### config.mk
export PLATFORM = sky130hd
export DESIGN_NAME = branch_resolve_scheduler_flat
export DESIGN_NICKNAME = d
export VERILOG_FILES = /design/src/rtl/branch_resolve_scheduler_if.sv /design/src/rtl/branch_resolve_scheduler.sv /design/src/flat_wrapper.sv
export SDC_FILE = /design/constraint.sdc
export NUM_CORES = 1
export LEC_CHECK = 0
export BUFFER_PORTS_ARGS = -buffer_cell sky130_fd_sc_hd__buf_2
export CORE_AREA = 2 2 136 138
export CTS_BUF_LIST = sky130_fd_sc_hd__clkbuf_2
export DETAILED_ROUTE_END_ITERATION = 10
export DIE_AREA = 0 0 138 140
export PLACE_DENSITY = 0.63
export REMOVE_ABC_BUFFERS = 1
export SLEW_MARGIN = 10
export SYNTH_ARGS = -nofsm -noshare
export SYNTH_HDL_FRONTEND = slang
export SYNTH_SLANG_ARGS = --single-unit
### constraint.sdc
create_clock -name clk -period 6.8 [get_ports clk]
set_input_delay 1.02 -clock clk [delete_from_list [all_inputs] [get_ports clk]]
set_output_delay 1.02 -clock clk [all_outputs]
set_load 0.05 [all_outputs]
### src/rtl/branch_resolve_scheduler_if.sv
// Branch issue/resolve bundle between the issue slots and the shared resolver.
// Latency and backpressure are set by the scheduler; req_ready is the per-slot grant.
interface branch_resolve_scheduler_if #(
  parameter int TAG_W = 4,
  parameter int CNT_W = 16
);
  logic [TAG_W-1:0]   rob_head;
  logic               flush_in;
  logic [1:0]         req_valid;
  logic [1:0]         req_ready;
  logic [2*TAG_W-1:0] req_tag;
  logic [5:0]         req_branch;
  logic [63:0]        req_op1;
  logic [63:0]        req_op2;
  logic [1:0]         req_pred;
  logic [63:0]        req_target;
  logic [63:0]        req_pc4;
  logic               res_valid;
  logic [TAG_W-1:0]   res_tag;
  logic               res_taken;
  logic               res_mispredict;
  logic [31:0]        redirect_pc;
  logic               busy;
  logic [CNT_W-1:0]   cnt_branches;
  logic [CNT_W-1:0]   cnt_mispred;

  modport master (
    output rob_head, flush_in, req_valid, req_tag, req_branch, req_op1, req_op2,
           req_pred, req_target, req_pc4,
    input  req_ready, res_valid, res_tag, res_taken, res_mispredict, redirect_pc,
           busy, cnt_branches, cnt_mispred
  );

  modport slave (
    input  rob_head, flush_in, req_valid, req_tag, req_branch, req_op1, req_op2,
           req_pred, req_target, req_pc4,
    output req_ready, res_valid, res_tag, res_taken, res_mispredict, redirect_pc,
           busy, cnt_branches, cnt_mispred
  );
endinterface

### src/rtl/branch_resolve_scheduler.sv
// Grants the oldest ready branch of two slots to one comparator; result 1 cycle after accept.
// No grants (req_ready=0) while a mispredict is visible, during FLUSH, on flush_in or rst.
module branch_resolve_scheduler #(
  parameter int TAG_W        = 4,
  parameter int FLUSH_CYCLES = 2,
  parameter int CNT_W        = 16
) (
  input logic                       clk,
  input logic                       rst,
  branch_resolve_scheduler_if.slave bus
);
  localparam int FC_W = (FLUSH_CYCLES < 2) ? 1 : $clog2(FLUSH_CYCLES + 1);

  typedef enum logic {IDLE = 1'b0, FLUSH = 1'b1} state_t;

  state_t           state_q, state_d;
  logic [FC_W-1:0]  count_q, count_d;
  logic             busy_q, busy_d;
  logic             res_valid_q, res_valid_d;
  logic [TAG_W-1:0] res_tag_q, res_tag_d;
  logic             res_taken_q, res_taken_d;
  logic             res_mispredict_q, res_mispredict_d;
  logic [31:0]      redirect_pc_q, redirect_pc_d;
  logic [CNT_W-1:0] cnt_branches_q, cnt_branches_d;
  logic [CNT_W-1:0] cnt_mispred_q, cnt_mispred_d;

  logic [TAG_W-1:0] age0, age1;
  logic             pick1, mis_now, grant_ok, accept, count_br;
  logic [1:0]       ready;

  // Ages are taken modulo 2^TAG_W relative to the ROB head; ties favour slot 0.
  always_comb begin
    age0     = bus.req_tag[0 +: TAG_W] - bus.rob_head;
    age1     = bus.req_tag[TAG_W +: TAG_W] - bus.rob_head;
    pick1    = bus.req_valid[1] & (~bus.req_valid[0] | (age1 < age0));
    mis_now  = res_valid_q & res_mispredict_q;
    grant_ok = ~rst & ~bus.flush_in & (state_q == IDLE) & ~mis_now;
    ready    = 2'b00;
    if (grant_ok && (bus.req_valid != 2'b00)) begin
      ready = pick1 ? 2'b10 : 2'b01;
    end
    accept   = |ready;
  end

  logic [TAG_W-1:0] sel_tag;
  logic [2:0]       sel_code;
  logic [31:0]      sel_op1, sel_op2, sel_target, sel_pc4;
  logic             sel_pred, sel_taken;

  always_comb begin
    sel_tag    = pick1 ? bus.req_tag[TAG_W +: TAG_W] : bus.req_tag[0 +: TAG_W];
    sel_code   = pick1 ? bus.req_branch[5:3]    : bus.req_branch[2:0];
    sel_op1    = pick1 ? bus.req_op1[63:32]     : bus.req_op1[31:0];
    sel_op2    = pick1 ? bus.req_op2[63:32]     : bus.req_op2[31:0];
    sel_target = pick1 ? bus.req_target[63:32]  : bus.req_target[31:0];
    sel_pc4    = pick1 ? bus.req_pc4[63:32]     : bus.req_pc4[31:0];
    sel_pred   = pick1 ? bus.req_pred[1]        : bus.req_pred[0];
    case (sel_code)
      3'b001:  sel_taken = (sel_op1 == sel_op2);
      3'b010:  sel_taken = (sel_op1 != sel_op2);
      3'b011:  sel_taken = (sel_op1 <  sel_op2);
      3'b100:  sel_taken = (sel_op1 >  sel_op2);
      3'b101:  sel_taken = (sel_op1 <= sel_op2);
      3'b110:  sel_taken = (sel_op1 >= sel_op2);
      default: sel_taken = 1'b0;
    endcase
  end

  always_comb begin
    res_valid_d      = accept;
    res_tag_d        = accept ? sel_tag : res_tag_q;
    res_taken_d      = accept ? sel_taken : res_taken_q;
    res_mispredict_d = accept ? (sel_taken != sel_pred) : res_mispredict_q;
    redirect_pc_d    = accept ? (sel_taken ? sel_target : sel_pc4) : redirect_pc_q;

    // A result visible in a flush_in cycle is squashed and not counted.
    count_br       = res_valid_q & ~bus.flush_in;
    cnt_branches_d = cnt_branches_q;
    cnt_mispred_d  = cnt_mispred_q;
    if (count_br && !(&cnt_branches_q)) cnt_branches_d = cnt_branches_q + CNT_W'(1);
    if (count_br && res_mispredict_q && !(&cnt_mispred_q)) begin
      cnt_mispred_d = cnt_mispred_q + CNT_W'(1);
    end

    state_d = state_q;
    count_d = count_q;
    if (bus.flush_in) begin
      state_d = IDLE;
      count_d = '0;
    end else begin
      case (state_q)
        IDLE: begin
          if (mis_now) begin
            state_d = FLUSH;
            count_d = FC_W'(FLUSH_CYCLES);
          end
        end
        FLUSH: begin
          count_d = count_q - FC_W'(1);
          if (count_q == FC_W'(1)) state_d = IDLE;
        end
        default: state_d = IDLE;
      endcase
    end
    busy_d = (state_d == FLUSH);
  end

  always_ff @(posedge clk) begin
    if (rst) begin
      state_q          <= IDLE;
      count_q          <= '0;
      busy_q           <= 1'b0;
      res_valid_q      <= 1'b0;
      res_tag_q        <= '0;
      res_taken_q      <= 1'b0;
      res_mispredict_q <= 1'b0;
      redirect_pc_q    <= '0;
      cnt_branches_q   <= '0;
      cnt_mispred_q    <= '0;
    end else begin
      state_q          <= state_d;
      count_q          <= count_d;
      busy_q           <= busy_d;
      res_valid_q      <= res_valid_d;
      res_tag_q        <= res_tag_d;
      res_taken_q      <= res_taken_d;
      res_mispredict_q <= res_mispredict_d;
      redirect_pc_q    <= redirect_pc_d;
      cnt_branches_q   <= cnt_branches_d;
      cnt_mispred_q    <= cnt_mispred_d;
    end
  end

  assign bus.req_ready      = ready;
  assign bus.res_valid      = res_valid_q;
  assign bus.res_tag        = res_tag_q;
  assign bus.res_taken      = res_taken_q;
  assign bus.res_mispredict = res_mispredict_q;
  assign bus.redirect_pc    = redirect_pc_q;
  assign bus.busy           = busy_q;
  assign bus.cnt_branches   = cnt_branches_q;
  assign bus.cnt_mispred    = cnt_mispred_q;
endmodule
### src/flat_wrapper.sv
// flat-port wrapper written by rule: the top's interface ports become plain ports
module branch_resolve_scheduler_flat 
#(
  parameter int TAG_W        = 4,
  parameter int FLUSH_CYCLES = 2,
  parameter int CNT_W        = 16
)
  (clk, rst, bus_rob_head, bus_flush_in, bus_req_valid, bus_req_tag, bus_req_branch, bus_req_op1, bus_req_op2, bus_req_pred, bus_req_target, bus_req_pc4, bus_req_ready, bus_res_valid, bus_res_tag, bus_res_taken, bus_res_mispredict, bus_redirect_pc, bus_busy, bus_cnt_branches, bus_cnt_mispred);
  branch_resolve_scheduler_if #(.TAG_W(TAG_W), .CNT_W(CNT_W)) bus_i ();
  input logic clk;
  input logic rst;
  input wire logic [$bits(bus_i.rob_head)-1:0] bus_rob_head;
  input wire logic [$bits(bus_i.flush_in)-1:0] bus_flush_in;
  input wire logic [$bits(bus_i.req_valid)-1:0] bus_req_valid;
  input wire logic [$bits(bus_i.req_tag)-1:0] bus_req_tag;
  input wire logic [$bits(bus_i.req_branch)-1:0] bus_req_branch;
  input wire logic [$bits(bus_i.req_op1)-1:0] bus_req_op1;
  input wire logic [$bits(bus_i.req_op2)-1:0] bus_req_op2;
  input wire logic [$bits(bus_i.req_pred)-1:0] bus_req_pred;
  input wire logic [$bits(bus_i.req_target)-1:0] bus_req_target;
  input wire logic [$bits(bus_i.req_pc4)-1:0] bus_req_pc4;
  output wire logic [$bits(bus_i.req_ready)-1:0] bus_req_ready;
  output wire logic [$bits(bus_i.res_valid)-1:0] bus_res_valid;
  output wire logic [$bits(bus_i.res_tag)-1:0] bus_res_tag;
  output wire logic [$bits(bus_i.res_taken)-1:0] bus_res_taken;
  output wire logic [$bits(bus_i.res_mispredict)-1:0] bus_res_mispredict;
  output wire logic [$bits(bus_i.redirect_pc)-1:0] bus_redirect_pc;
  output wire logic [$bits(bus_i.busy)-1:0] bus_busy;
  output wire logic [$bits(bus_i.cnt_branches)-1:0] bus_cnt_branches;
  output wire logic [$bits(bus_i.cnt_mispred)-1:0] bus_cnt_mispred;
  assign bus_i.rob_head = bus_rob_head;
  assign bus_i.flush_in = bus_flush_in;
  assign bus_i.req_valid = bus_req_valid;
  assign bus_i.req_tag = bus_req_tag;
  assign bus_i.req_branch = bus_req_branch;
  assign bus_i.req_op1 = bus_req_op1;
  assign bus_i.req_op2 = bus_req_op2;
  assign bus_i.req_pred = bus_req_pred;
  assign bus_i.req_target = bus_req_target;
  assign bus_i.req_pc4 = bus_req_pc4;
  assign bus_req_ready = bus_i.req_ready;
  assign bus_res_valid = bus_i.res_valid;
  assign bus_res_tag = bus_i.res_tag;
  assign bus_res_taken = bus_i.res_taken;
  assign bus_res_mispredict = bus_i.res_mispredict;
  assign bus_redirect_pc = bus_i.redirect_pc;
  assign bus_busy = bus_i.busy;
  assign bus_cnt_branches = bus_i.cnt_branches;
  assign bus_cnt_mispred = bus_i.cnt_mispred;
  branch_resolve_scheduler #(.TAG_W(TAG_W), .FLUSH_CYCLES(FLUSH_CYCLES), .CNT_W(CNT_W)) u_core (.clk(clk), .rst(rst), .bus(bus_i));
endmodule
==> impl_table.tex <==
\begin{tabular}{lr}
\hline
Metric & Value \\
\hline
\multicolumn{2}{l}{\textbf{Run status}} \\
\quad Result of the run & completed \\
\multicolumn{2}{l}{\textbf{Yosys}} \\
\quad Mapped cell area & around 0.0056 mm² \\
\quad Number of distinct library cells after synthesis & 51 \\
\quad Seq cells post-synth & 74 \\
\quad EDFF count, synth & 0 \\
\quad Post-synthesis sequential area ratio & 26.6\% \\
\quad Number of warnings printed during yosys synthesis & 0 \\
\quad Top\_reg\_cell synth & sky130\_fd\_sc\_hd\_\_dfxtp\_1 \\
\quad Share of flip-flops with an asynchronous set or reset after synthesis & 0\% \\
\quad Avg Synthesized Cell Area & around 9.2 µm² \\
\quad Number of standard cells after synthesis & 604 \\
\multicolumn{2}{l}{\textbf{Timing}} \\
\quad Achievable frequency & 0.168 GHz \\
\quad Max\_slew headroom & 44.8\% \\
\quad Count of final hold-check violations & 0 \\
\quad Post-Route Skew & 0.0386 ns \\
\quad Worst-margin pin slew & roughly 0.83 ns \\
\quad Unrepaired setup endpoints after global routing & false \\
\quad Final Setup Violations & 0 \\
\quad Post-route fraction of the period consumed by the critical path & 87.6\% \\
\quad Max Transition Viols Final & 0 \\
\quad Minimum clock period after layout & 5.96 ns \\
\multicolumn{2}{l}{\textbf{Clock tree}} \\
\quad Number of gates resized after CTS & 0 \\
\quad Clk Latency, worst-skew pair & 0.51 ns \\
\quad TritonCTS Buffers & 9 \\
\quad Clock-pin slew on the worst setup and hold paths & 0.21 ns \\
\quad Sinks on Clock Net & 74 \\
\quad H-tree levels & 3 \\
\quad CTS root buffer & sky130\_fd\_sc\_hd\_\_clkbuf\_2 \\
\quad Buffer levels on the longest clock path & 2 \\
\quad Clock tree from TritonCTS & done \\
\quad Number of buffers inserted by hold repair at cts & 0 \\
\quad Post-CTS Setup Bufs & 0 \\
\multicolumn{2}{l}{\textbf{Worst setup path}} \\
\quad Critical setup path kind & input port to flip-flop \\
\quad Worst r2r dst & u\_core.bus.cnt\_mispred[13] \\
\quad Critical Path Start & bus\_req\_tag[0] \\
\quad Combined buffer and inverter count along the critical path & 5 \\
\quad Capturing element type of the critical path & flip-flop \\
\quad Critical path peak fanout & 57 \\
\quad Top cell family by delay on the critical path & compound AO/OA/AOI/OAI gates \\
\quad Worst Setup EP & u\_core.bus.redirect\_pc[10] \\
\quad Logic depth of the worst path, buffers included & 23 \\
\quad Critical path's most frequent cell & sky130\_fd\_sc\_hd\_\_ha\_1 \\
\quad Beginning of the worst register-to-register path & u\_core.bus.cnt\_mispred[8] \\
\quad Longest individual stage delay on the worst path & 0.73 ns \\
\quad Cell depth of the worst flop-to-flop path & 9 \\
\quad Critical path arrival & 6.34 ns \\
\quad Register-to-register setup slack & 4.47 ns \\
\quad CP required & 7.18 ns \\
\quad CP Cell Sequence & buf\_2 -> inv\_1 -> ha\_1 -> inv\_1 -> fa\_1 -> xnor2\_1 -> ha\_1 -> nand2\_1 -> o21ai\_2 -> a31o\_4 -> buf\_4 -> mux2\_2 -> ha\_1 -> nand2\_1 -> o21ai\_0 -> a221o\_1 -> a211o\_1 -> a21oi\_2 -> mux2i\_1 -> nor3\_4 -> buf\_12 -> mux2i\_1 -> o221ai\_1 \\
\quad Cell at the slowest stage of the critical path & sky130\_fd\_sc\_hd\_\_a31o\_4 \\
\quad Startpoint type of the worst setup path & input port \\
\multicolumn{2}{l}{\textbf{Final layout}} \\
\quad Highest-count cells in the layout ignoring fill and taps & sky130\_fd\_sc\_hd\_\_buf\_2, sky130\_fd\_sc\_hd\_\_mux2i\_1, sky130\_fd\_sc\_hd\_\_dfxtp\_1 \\
\quad Layout fillers & 1826 \\
\quad Area added between synthesis and finish & 36.4\% \\
\quad Number of nets in the layout & 1273 \\
\quad Final non-filler cell area & roughly 0.0076 mm² \\
\quad Share of post-route cells with drive strength above 1 & $\sim$44\% \\
\quad Leading cell type in the layout, fill and taps excluded & sky130\_fd\_sc\_hd\_\_buf\_2 \\
\multicolumn{2}{l}{\textbf{Power and ir drop}} \\
\quad Pwr/cell area & approximately 200 mW/mm² \\
\quad Peak supply drop & 0.0990 mV \\
\quad Pleak & 3.86 nW \\
\quad Tot Pwr & around 0.0015 W \\
\multicolumn{2}{l}{\textbf{Die}} \\
\quad Placeable core area & 0.0178 mm² \\
\quad Row count & 49 \\
\quad Number of ports placed on the die boundary & 355 \\
\quad Width of the chip & 138 µm \\
\quad Vertical die dimension & about 140 µm \\
\quad Starting Density & 31.4\% \\
\quad Total die area & 0.0193 mm² \\
\multicolumn{2}{l}{\textbf{Global route}} \\
\quad Vias in the first global route & $\sim$5500 \\
\quad Aggregate global routing overflow & 0 \\
\quad Maximum number of pins on one net before global-route repair & just under 60 \\
\quad Antenna violations before repair & 3 \\
\quad Global-route wire length before repair & roughly 28000 µm \\
\quad Overall Global Routing Usage & roughly 18\% \\
\multicolumn{2}{l}{\textbf{Placement}} \\
\quad Placed standard-cell area & 0.00750 mm² \\
\quad Number of buffer cells added on primary ports & $\sim$350 \\
\quad Post-DP HPWL & between 15000 and 20000 µm \\
\quad Final RePlAce weighted congestion & 0.891 \\
\multicolumn{2}{l}{\textbf{Detailed routing}} \\
\quad Drt first pass iters & 4 \\
\quad Per-cell routed wire length & $\sim$16 µm \\
\quad Remaining design rule violation count & 0 \\
\quad Initial drt markers & 197 \\
\quad Via count of the routed design & 5688 \\
\quad Detail Route Antenna Nets & 0 \\
\quad Vias per cell & around 4.8 \\
\quad Final WL & 18300 µm \\
\multicolumn{2}{l}{\textbf{Flow run}} \\
\quad Max-capacitance violation count & 0 \\
\multicolumn{2}{l}{\textbf{Hold path}} \\
\quad Tightest Hold Check Type & flip-flop to flip-flop \\
\hline
\end{tabular}
power by group:
part           leakage [nW]  total, W  internal (W)  switching (W)
registers             0.603  0.000493      0.000471      0.0000216
logic                  3.20  0.000791      0.000339       0.000452
clock network        0.0575  0.000236     0.0000801       0.000155
layer usage:
layer,up-vias,part of all wire (%),global-route usage [%]
li1,2920,-,-
met1,2562,42,21.9
met2,187,51,32.6
met3,19,5.5,4.41
met4,0,1.6,4.35
met5,-,0,0
worst register-to-register path: cells and delay by family, from the launching register on:
family / cells / cell delay (ns)
and+or+nand+nor: 7 / 1.23
DFF: 1 / 0.50
AOI/OAI and AO/OA: 1 / 0.34
xor gates and xnor gates: 1 / 0.17
cell families after synthesis:
kind of cell	count (synthesis)	share of synthesized area, %
compound gates	91	12.3
xor+xnor	35	5.50
fa+ha+maj	46	10.6
buf+inv	47	5.38
flops	74	26.6
mux	137	25.3
simple gates	174	14.3
cell usage after synthesis, types with 6 or more instances:
| library cell | count | area (µm²) |
|---|---|---|
| sky130_fd_sc_hd__clkbuf_1 | 16 | 60.1 |
| sky130_fd_sc_hd__xnor2_1 | 13 | 114 |
| sky130_fd_sc_hd__nand2_1 | 66 | 248 |
| sky130_fd_sc_hd__nand4_1 | 14 | 87.6 |
| sky130_fd_sc_hd__dfxtp_1 | 74 | 1480 |
| sky130_fd_sc_hd__o221ai_1 | 32 | 280 |
| sky130_fd_sc_hd__nor2_1 | 49 | 184 |
| sky130_fd_sc_hd__a21oi_1 | 21 | 105 |
| sky130_fd_sc_hd__a21o_1 | 8 | 60.1 |
| sky130_fd_sc_hd__mux2_2 | 33 | 372 |
| sky130_fd_sc_hd__xor2_1 | 22 | 193 |
| sky130_fd_sc_hd__mux2i_1 | 104 | 1040 |
| sky130_fd_sc_hd__and4_1 | 6 | 52.6 |
| sky130_fd_sc_hd__ha_1 | 44 | 551 |
| sky130_fd_sc_hd__nand3_1 | 14 | 70.1 |
| sky130_fd_sc_hd__inv_1 | 15 | 56.3 |
| sky130_fd_sc_hd__nor3_1 | 8 | 40.0 |
state kept, by name, indices dropped and copies added, names as in the netlist:
register,count
u_core.count_q,2
u_core.bus.cnt_branches,16
u_core.bus.cnt_mispred,16
u_core.state_q,1
u_core.bus.res_valid,1
u_core.bus.res_taken,1
u_core.bus.res_mispredict,1
u_core.bus.res_tag,4
u_core.bus.redirect_pc,32
through the flow:
stage / instances / setup TNS (ns) / setup WS (ns) / hold slack (ns) / util, %
2_1_floorplan: 572 / -128.88 / -3.78 / 0.529 / -
3_3_place_gp: 1164 / 0 / 0.373 / 0.440 / 42.2
3_5_place_dp: 1164 / 0 / 0.254 / 0.444 / 42.2
4_1_cts: 1178 / 0 / 0.878 / 0.488 / 42.7
5_1_grt: 1180 / 0 / 0.440 / 0.511 / 42.8
6_report: 1182 / 0 / 0.841 / 0.484 / 42.8
how the worst min path moves through the flow:
stage / startpoint / end / slack [ns] / cells after the start
2_1_floorplan: u_core.count_q[0] / u_core.count_q[0] / 0.53 / 2
6_report: u_core.bus.res_taken / u_core.bus.res_taken / 0.48 / 2
5_1_grt: u_core.bus.redirect_pc[22] / u_core.bus.redirect_pc[22] / 0.51 / 2
3_3_place_gp: u_core.bus.redirect_pc[30] / u_core.bus.redirect_pc[30] / 0.44 / 2
3_5_place_dp: u_core.bus.redirect_pc[28] / u_core.bus.redirect_pc[28] / 0.44 / 2
4_1_cts: u_core.bus.res_taken / u_core.bus.res_taken / 0.49 / 2
cell type report:
class | count | area [µm²] | share of cell area, %
antenna | 4 | 10.0 | 0.132
multi-input combinational | 483 | 3820 | 50.2
clock buffer | 9 | 45.0 | 0.592
sequential | 74 | 1480 | 19.5
tap | 229 | 287 | 3.77
timing repair buffer | 363 | 1850 | 24.3
inverter | 15 | 56.3 | 0.740
clock inverter | 5 | 57.6 | 0.756
Power figures use the tool's default switching activity.
